==> src/rtl/alu_iter.sv <==
// Iterative RV32-style ALU with a one-bit-per-cycle shifter.
//
// Accepts one operation per request. Non-shift operations take one cycle.
// Shifts take one cycle per bit of shift amount. The result, zero flag and
// illegal flag are registered. They update together with the done pulse and
// hold until the next completion.
//
// Ports:
//   clk_i          rising-edge clock
//   rst_i          synchronous active-high reset
//   start_i        request, sampled only while idle
//   aluoperacion_i 4-bit operation code
//   negzero_i      inverts the zero flag (branch-not-equal style conditions)
//   a_i, b_i       operands; b_i[SHAMT_W-1:0] is the shift amount
//   busy_o         high whenever an operation is in flight
//   done_o         one-cycle completion pulse
//   result_o       operation result
//   zero_o         (result == 0) XOR latched negzero
//   illegal_o      unsupported operation code
module alu_iter #(
    parameter int unsigned XLEN    = 32,
    parameter int unsigned SHAMT_W = $clog2(XLEN)
) (
    input  logic            clk_i,
    input  logic            rst_i,
    input  logic            start_i,
    input  logic [3:0]      aluoperacion_i,
    input  logic            negzero_i,
    input  logic [XLEN-1:0] a_i,
    input  logic [XLEN-1:0] b_i,
    output logic            busy_o,
    output logic            done_o,
    output logic [XLEN-1:0] result_o,
    output logic            zero_o,
    output logic            illegal_o
);

    typedef enum logic [1:0] {StIdle, StShift, StDone} state_t;

    localparam logic [SHAMT_W-1:0] CntOne = {{(SHAMT_W-1){1'b0}}, 1'b1};

    state_t            state_q, state_d;
    logic [XLEN-1:0]   wreg_q, wreg_d;
    logic [SHAMT_W-1:0] cnt_q, cnt_d;
    logic [3:0]        op_q, op_d;
    logic              nz_q, nz_d;
    logic [XLEN-1:0]   result_q, result_d;
    logic              zero_q, zero_d;
    logic              illegal_q, illegal_d;

    logic [XLEN-1:0]   alu_res;
    logic              alu_legal;
    logic              is_shift;
    logic [XLEN-1:0]   shift_one;
    logic [SHAMT_W-1:0] shamt;

    assign shamt    = b_i[SHAMT_W-1:0];
    assign is_shift = (aluoperacion_i == 4'b1000) || (aluoperacion_i == 4'b1001) ||
                      (aluoperacion_i == 4'b1010);

    // Single-cycle operations, evaluated directly on the request inputs.
    always_comb begin
        alu_res   = '0;
        alu_legal = 1'b1;
        case (aluoperacion_i)
            4'b0000: alu_res = a_i + b_i;
            4'b0001: alu_res = a_i & b_i;
            4'b0010: alu_res = a_i | b_i;
            4'b0011: alu_res = a_i ^ b_i;
            4'b0100: alu_res = a_i - b_i;
            4'b0101: alu_res = {{(XLEN-1){1'b0}}, ($signed(a_i) < $signed(b_i))};
            4'b0110: alu_res = {{(XLEN-1){1'b0}}, (a_i < b_i)};
            default: alu_legal = 1'b0;
        endcase
    end

    // One-bit step of the shift held in op_q (low two bits select the kind).
    always_comb begin
        shift_one = wreg_q;
        case (op_q[1:0])
            2'b00:   shift_one = {wreg_q[XLEN-2:0], 1'b0};
            2'b01:   shift_one = {1'b0, wreg_q[XLEN-1:1]};
            2'b10:   shift_one = {wreg_q[XLEN-1], wreg_q[XLEN-1:1]};
            default: shift_one = wreg_q;
        endcase
    end

    always_comb begin
        state_d   = state_q;
        wreg_d    = wreg_q;
        cnt_d     = cnt_q;
        op_d      = op_q;
        nz_d      = nz_q;
        result_d  = result_q;
        zero_d    = zero_q;
        illegal_d = illegal_q;
        unique case (state_q)
            StIdle: begin
                if (start_i) begin
                    op_d = aluoperacion_i;
                    nz_d = negzero_i;
                    if (is_shift) begin
                        wreg_d = a_i;
                        cnt_d  = shamt;
                        if (shamt == '0) begin
                            state_d   = StDone;
                            result_d  = a_i;
                            illegal_d = 1'b0;
                            zero_d    = (a_i == '0) ^ negzero_i;
                        end else begin
                            state_d = StShift;
                        end
                    end else if (alu_legal) begin
                        state_d   = StDone;
                        result_d  = alu_res;
                        illegal_d = 1'b0;
                        zero_d    = (alu_res == '0) ^ negzero_i;
                    end else begin
                        state_d   = StDone;
                        result_d  = '0;
                        illegal_d = 1'b1;
                        zero_d    = ~negzero_i;
                    end
                end
            end
            StShift: begin
                wreg_d = shift_one;
                cnt_d  = cnt_q - CntOne;
                // Last step: publish the shifted value together with the move to done.
                if (cnt_q == CntOne) begin
                    state_d   = StDone;
                    result_d  = shift_one;
                    illegal_d = 1'b0;
                    zero_d    = (shift_one == '0) ^ nz_q;
                end
            end
            StDone: state_d = StIdle;
            default: state_d = StIdle;
        endcase
    end

    always_ff @(posedge clk_i) begin
        if (rst_i) begin
            state_q   <= StIdle;
            wreg_q    <= '0;
            cnt_q     <= '0;
            op_q      <= '0;
            nz_q      <= 1'b0;
            result_q  <= '0;
            zero_q    <= 1'b0;
            illegal_q <= 1'b0;
        end else begin
            state_q   <= state_d;
            wreg_q    <= wreg_d;
            cnt_q     <= cnt_d;
            op_q      <= op_d;
            nz_q      <= nz_d;
            result_q  <= result_d;
            zero_q    <= zero_d;
            illegal_q <= illegal_d;
        end
    end

    assign busy_o    = (state_q != StIdle);
    assign done_o    = (state_q == StDone);
    assign result_o  = result_q;
    assign zero_o    = zero_q;
    assign illegal_o = illegal_q;

endmodule

==> config.mk <==
export PLATFORM = sky130hd
export DESIGN_NAME = alu_iter
export DESIGN_NICKNAME = d
export VERILOG_FILES = /design/src/rtl/alu_iter.sv
export SDC_FILE = /design/constraint.sdc
export NUM_CORES = 1
export LEC_CHECK = 0
export ABC_CLOCK_PERIOD_IN_PS = 4550
export CAP_MARGIN = 10
export CORE_UTILIZATION = 35
export CTS_BUF_LIST = sky130_fd_sc_hd__clkbuf_8 sky130_fd_sc_hd__clkbuf_16
export CTS_CLUSTER_DIAMETER = 50
export DETAILED_ROUTE_END_ITERATION = 10
export DONT_BUFFER_PORTS = 1
export SKIP_CTS_REPAIR_TIMING = 1
export SLEW_MARGIN = 20
export SYNTH_ARGS = -nofsm -noshare
export SYNTH_HDL_FRONTEND = slang
export SYNTH_SLANG_ARGS = --single-unit
==> constraint.sdc <==
create_clock -name clk_i -period 4.55 [get_ports clk_i]
set_input_delay 0.91 -clock clk_i [delete_from_list [all_inputs] [get_ports clk_i]]
set_output_delay 0.91 -clock clk_i [all_outputs]
set_load 0.02 [all_outputs]
==> results.txt <==
- Worst flop-to-flop path endpoint: zero_o
- Post-Route WL: 43320 um
* Destination of the critical timing path: zero_o
- Crit path from: a_i[0]
* Worst path arrival time: 4570 ps
- The min-delay analysis places its worst path in the category flop to flop.
- The worst register-to-register path begins at op_q[0].
- Area of the die: 30070 um^2
* Via count of the first global-routing pass: around 11000
- After legalization and detailed placement, the total HPWL measured 33220 um.
- Final max-slew violation count: 0
- Max-cap violations in this run came to 0.
* Max Fanout on Critical Path: 5
* Width of the chip: 173.4 um
- After synthesis, the share of flip-flops with an asynchronous set or reset is 0%.
- The critical path in this run is classified as input pin to flop.
- Category of the worst setup path launch point: input pin
* Peak Freq: 230.7 MHz
- Cell Chain, Critical Path: inv_1, ha_1, inv_1, fa_1, nor3b_2, o31ai_1, nand3_1, a21oi_1, mux2_2, nor4b_1, o211ai_1, nor4_1, nand4b_1, nor4b_2, mux2i_1, nand2_1
* Diodes inserted: 0
* Main area contributors after synthesis: dfxtp_1, ha_1, nor2_1
- The first global-routing pass estimated ~66000 um of wire.
* Period utilisation layout: 95.26%
* Depth of the worst register-to-register path: 12
* Die boundary height: 173.4 um
* Violation count after the first detailed-routing iteration: 1649
- Clock-pin transition on the worst setup and hold timing paths: 60 ps
- Largest family of logic cells by synthesized area: compound AO/OA/AOI/OAI gates
* Post-synth top area share: 14.79%
* Proportion of layout cells with a drive suffix above 1: 10.45%
* Via Count: around 12000
- The core region is between 20000 and 30000 um^2.
- Among the stages of the critical path, the cell type that occurs most often is inv_1.
- The slowest stage of the critical path belongs to the cell nor4b_1.
- Of the total synthesized cell area, the portion taken by XOR and XNOR cells is 0.5962%.
- For this run, the detailed router's first-pass iteration total came to 6.
* Time the final worst path needs with I/O delays and setup: 4334 ps
* Top cell type by total area after synthesis: dfxtp_1
- After technology mapping, the gate count stands at 1468.
- TritonCTS built the clock tree.
* Number of CTS-inserted buffers: 9
- CTS Root Buffer Type: clkbuf_16
* Number of buffers added on ports: 0
* Number of synthesized flops with an enable pin: 0
- In this run the power density over the cells is 235.1 nW/um^2.
- Remaining number of nets flagged by the antenna check after routing: 0
* Worst-margin pin slew: 897.7 ps
* Count of yosys warnings during synthesis: 0
- Clk sinks: 76
* Site row count: 62
* Crit end category: flop
* Total global-route track usage: 28.10%
* Data required time of the worst path: 4780 ps
- After detailed routing, the average wire length per cell comes to 23.44 um.
- Most used flip-flop cell after synthesis: dfxtp_1
- Global routing finished with a remaining overflow of 0.
- Final weighted congestion of routability-driven global placement: 1.015
- In the layout the commonest cells are nor2_1, a21oi_1, ha_1, inv_1, nand2_1.
- The synthesized design contains 76 register bits.
* Maximum number of pins on one net before global-route repair: 77
- At the placement stage, the worst setup path has a slack of -30.91 ps.
- For this run, the slowest stage of the critical path takes 420 ps.
* Leakage power: ~0.0046 uW
* Initial core utilization: 35.73%
- The synthesized netlist devotes 12.68% of its cell area to adder and majority cells.
* Worst-case headroom to the max-slew limit: 40.07%
- IR analysis of the VDD net gives a maximum drop of 0.1819 mV.
- Worst setup skew after layout: 3.303 ps
* Post-layout nets: between 1500 and 2000
- IO Pins: around 110
* DR DRC count: 0
- Final setup TNS: 0 ps
* Sequential-to-total area share from yosys stat: 14.79%
* Antenna violations before repair: 1
- At the end of the flow the core is filled with cells to 39.36%.
* R2R setup slack: 1380 ps
- In this run the number of H-tree levels came out at 3.
- Layout Area Growth over Synthesis: 10.15%
* Area share of and/or/nand/nor cells after synthesis: 24.97%
* Number of failing hold endpoints at the final stage: 0
- The mapped netlist covers 10280 um^2.
* Avg Synthesized Cell Area: 7.005 um^2
- Power comes to 2663 uW.
- Worst-case setup margin in the final layout: 215.6 ps
* Maximum clock path buffer count: 2
* RSZ-0062 raised after global routing: no
- Most common cell after layout, fill and taps aside: nor2_1
- Share of the synthesized area in compound gates (AO/OA/AOI/OAI): 36.72%
- Counting distinct cell types in the post-synthesis netlist gives 93.
- Multiplexer fraction of the synthesized cell area: 2.202%
* Clock latency at the later pin of the worst-skew pair: 340 ps
* Synthesized Nets: 1643
* Number of setup violations in the final report: 0
- Mean number of vias per cell: 6.398
- The flow ran to the end, and the final reports show no timing, DRC or antenna violations.
metrics by stage:
stage / hold slack [ps] / instances / instance area, um^2
6_report: 507.2 / 1848 / 11330
5_1_grt: 557.4 / 1848 / 11330
4_1_cts: 506.1 / 1848 / 11320
3_5_place_dp: 495.0 / 1832 / 11020
3_3_place_gp: 501.2 / 1832 / 11020
2_1_floorplan: 476.7 / 1468 / 10280
logic make-up after synthesis:
kind of cell	Yosys count
AND/OR/NAND/NOR	525
adder cells (fa/ha/maj)	103
buffers and inverters	206
flip-flops	76
AO/OA/AOI/OAI	529
XOR/XNOR	7
multiplexers	22
power by group:
group          switching, uW  internal, uW  leakage, uW
Clock                    294           422     0.000144
Combinational            708           448      0.00388
Sequential              81.8           709     0.000621
Total                   1080          1580      0.00464
metal layers:
layer	part of all wire, %	global-route usage, %	vias up	routed length (um)
li1	-	-	5477	-
met1	41	37.61	5548	17890
met2	43	42.72	695	18630
met3	11	6.294	103	4718
met4	4.8	12.91	0	2080
met5	0	0	-	0
cell usage after synthesis (all sizes together) (17+ instances only):
cell type,count
nor4,28
buf,30
a222oi,25
nor2,208
a211oi,48
nand2b,30
nor2b,19
a21oi,117
nand2,94
o22ai,24
nor3,29
mux2i,17
o21ai,86
nand3,32
clkbuf,80
a221oi,37
dfxtp,76
inv,96
ha,101
registers in the layout, summed over array words and instances (netlist names):
name and cells:
wreg_q 32, illegal_o 1, nz_q 1, state_q 2
result_o 32, zero_o 1, op_q 2, cnt_q 5
worst max-delay path, delay by kind of cell:
kind / cells / cell delay [ps]
AOI/OAI and AO/OA: 3 / 680
adders and majority gates: 2 / 560
and+or+nand+nor: 7 / 1690
buffers and inverters: 2 / 120
muxes: 2 / 610
area by class of cell:
class / instances / area (um^2)
multi-input cells: 1186 / 7981
clock buffers: 9 / 225.2
repair buffers: 90 / 688.2
flip-flops and latches: 76 / 1521
fillers: 3026 / 17450
clock inverters: 7 / 70.07
inverters: 96 / 360.3
well taps: 384 / 480.5
worst min path at each step:
stage               endpoint     start  cells after the start  slack [ps]
detailed placement  cnt_q[2]  cnt_q[2]                      2         500
floorplan           cnt_q[2]  cnt_q[2]                      2         480
global placement        nz_q      nz_q                      2         500
CTS                 cnt_q[2]  cnt_q[2]                      2         510
global route            nz_q      nz_q                      2         560
finish              cnt_q[2]  cnt_q[2]                      2         510
No activity file was read; power rests on OpenSTA's default activity.
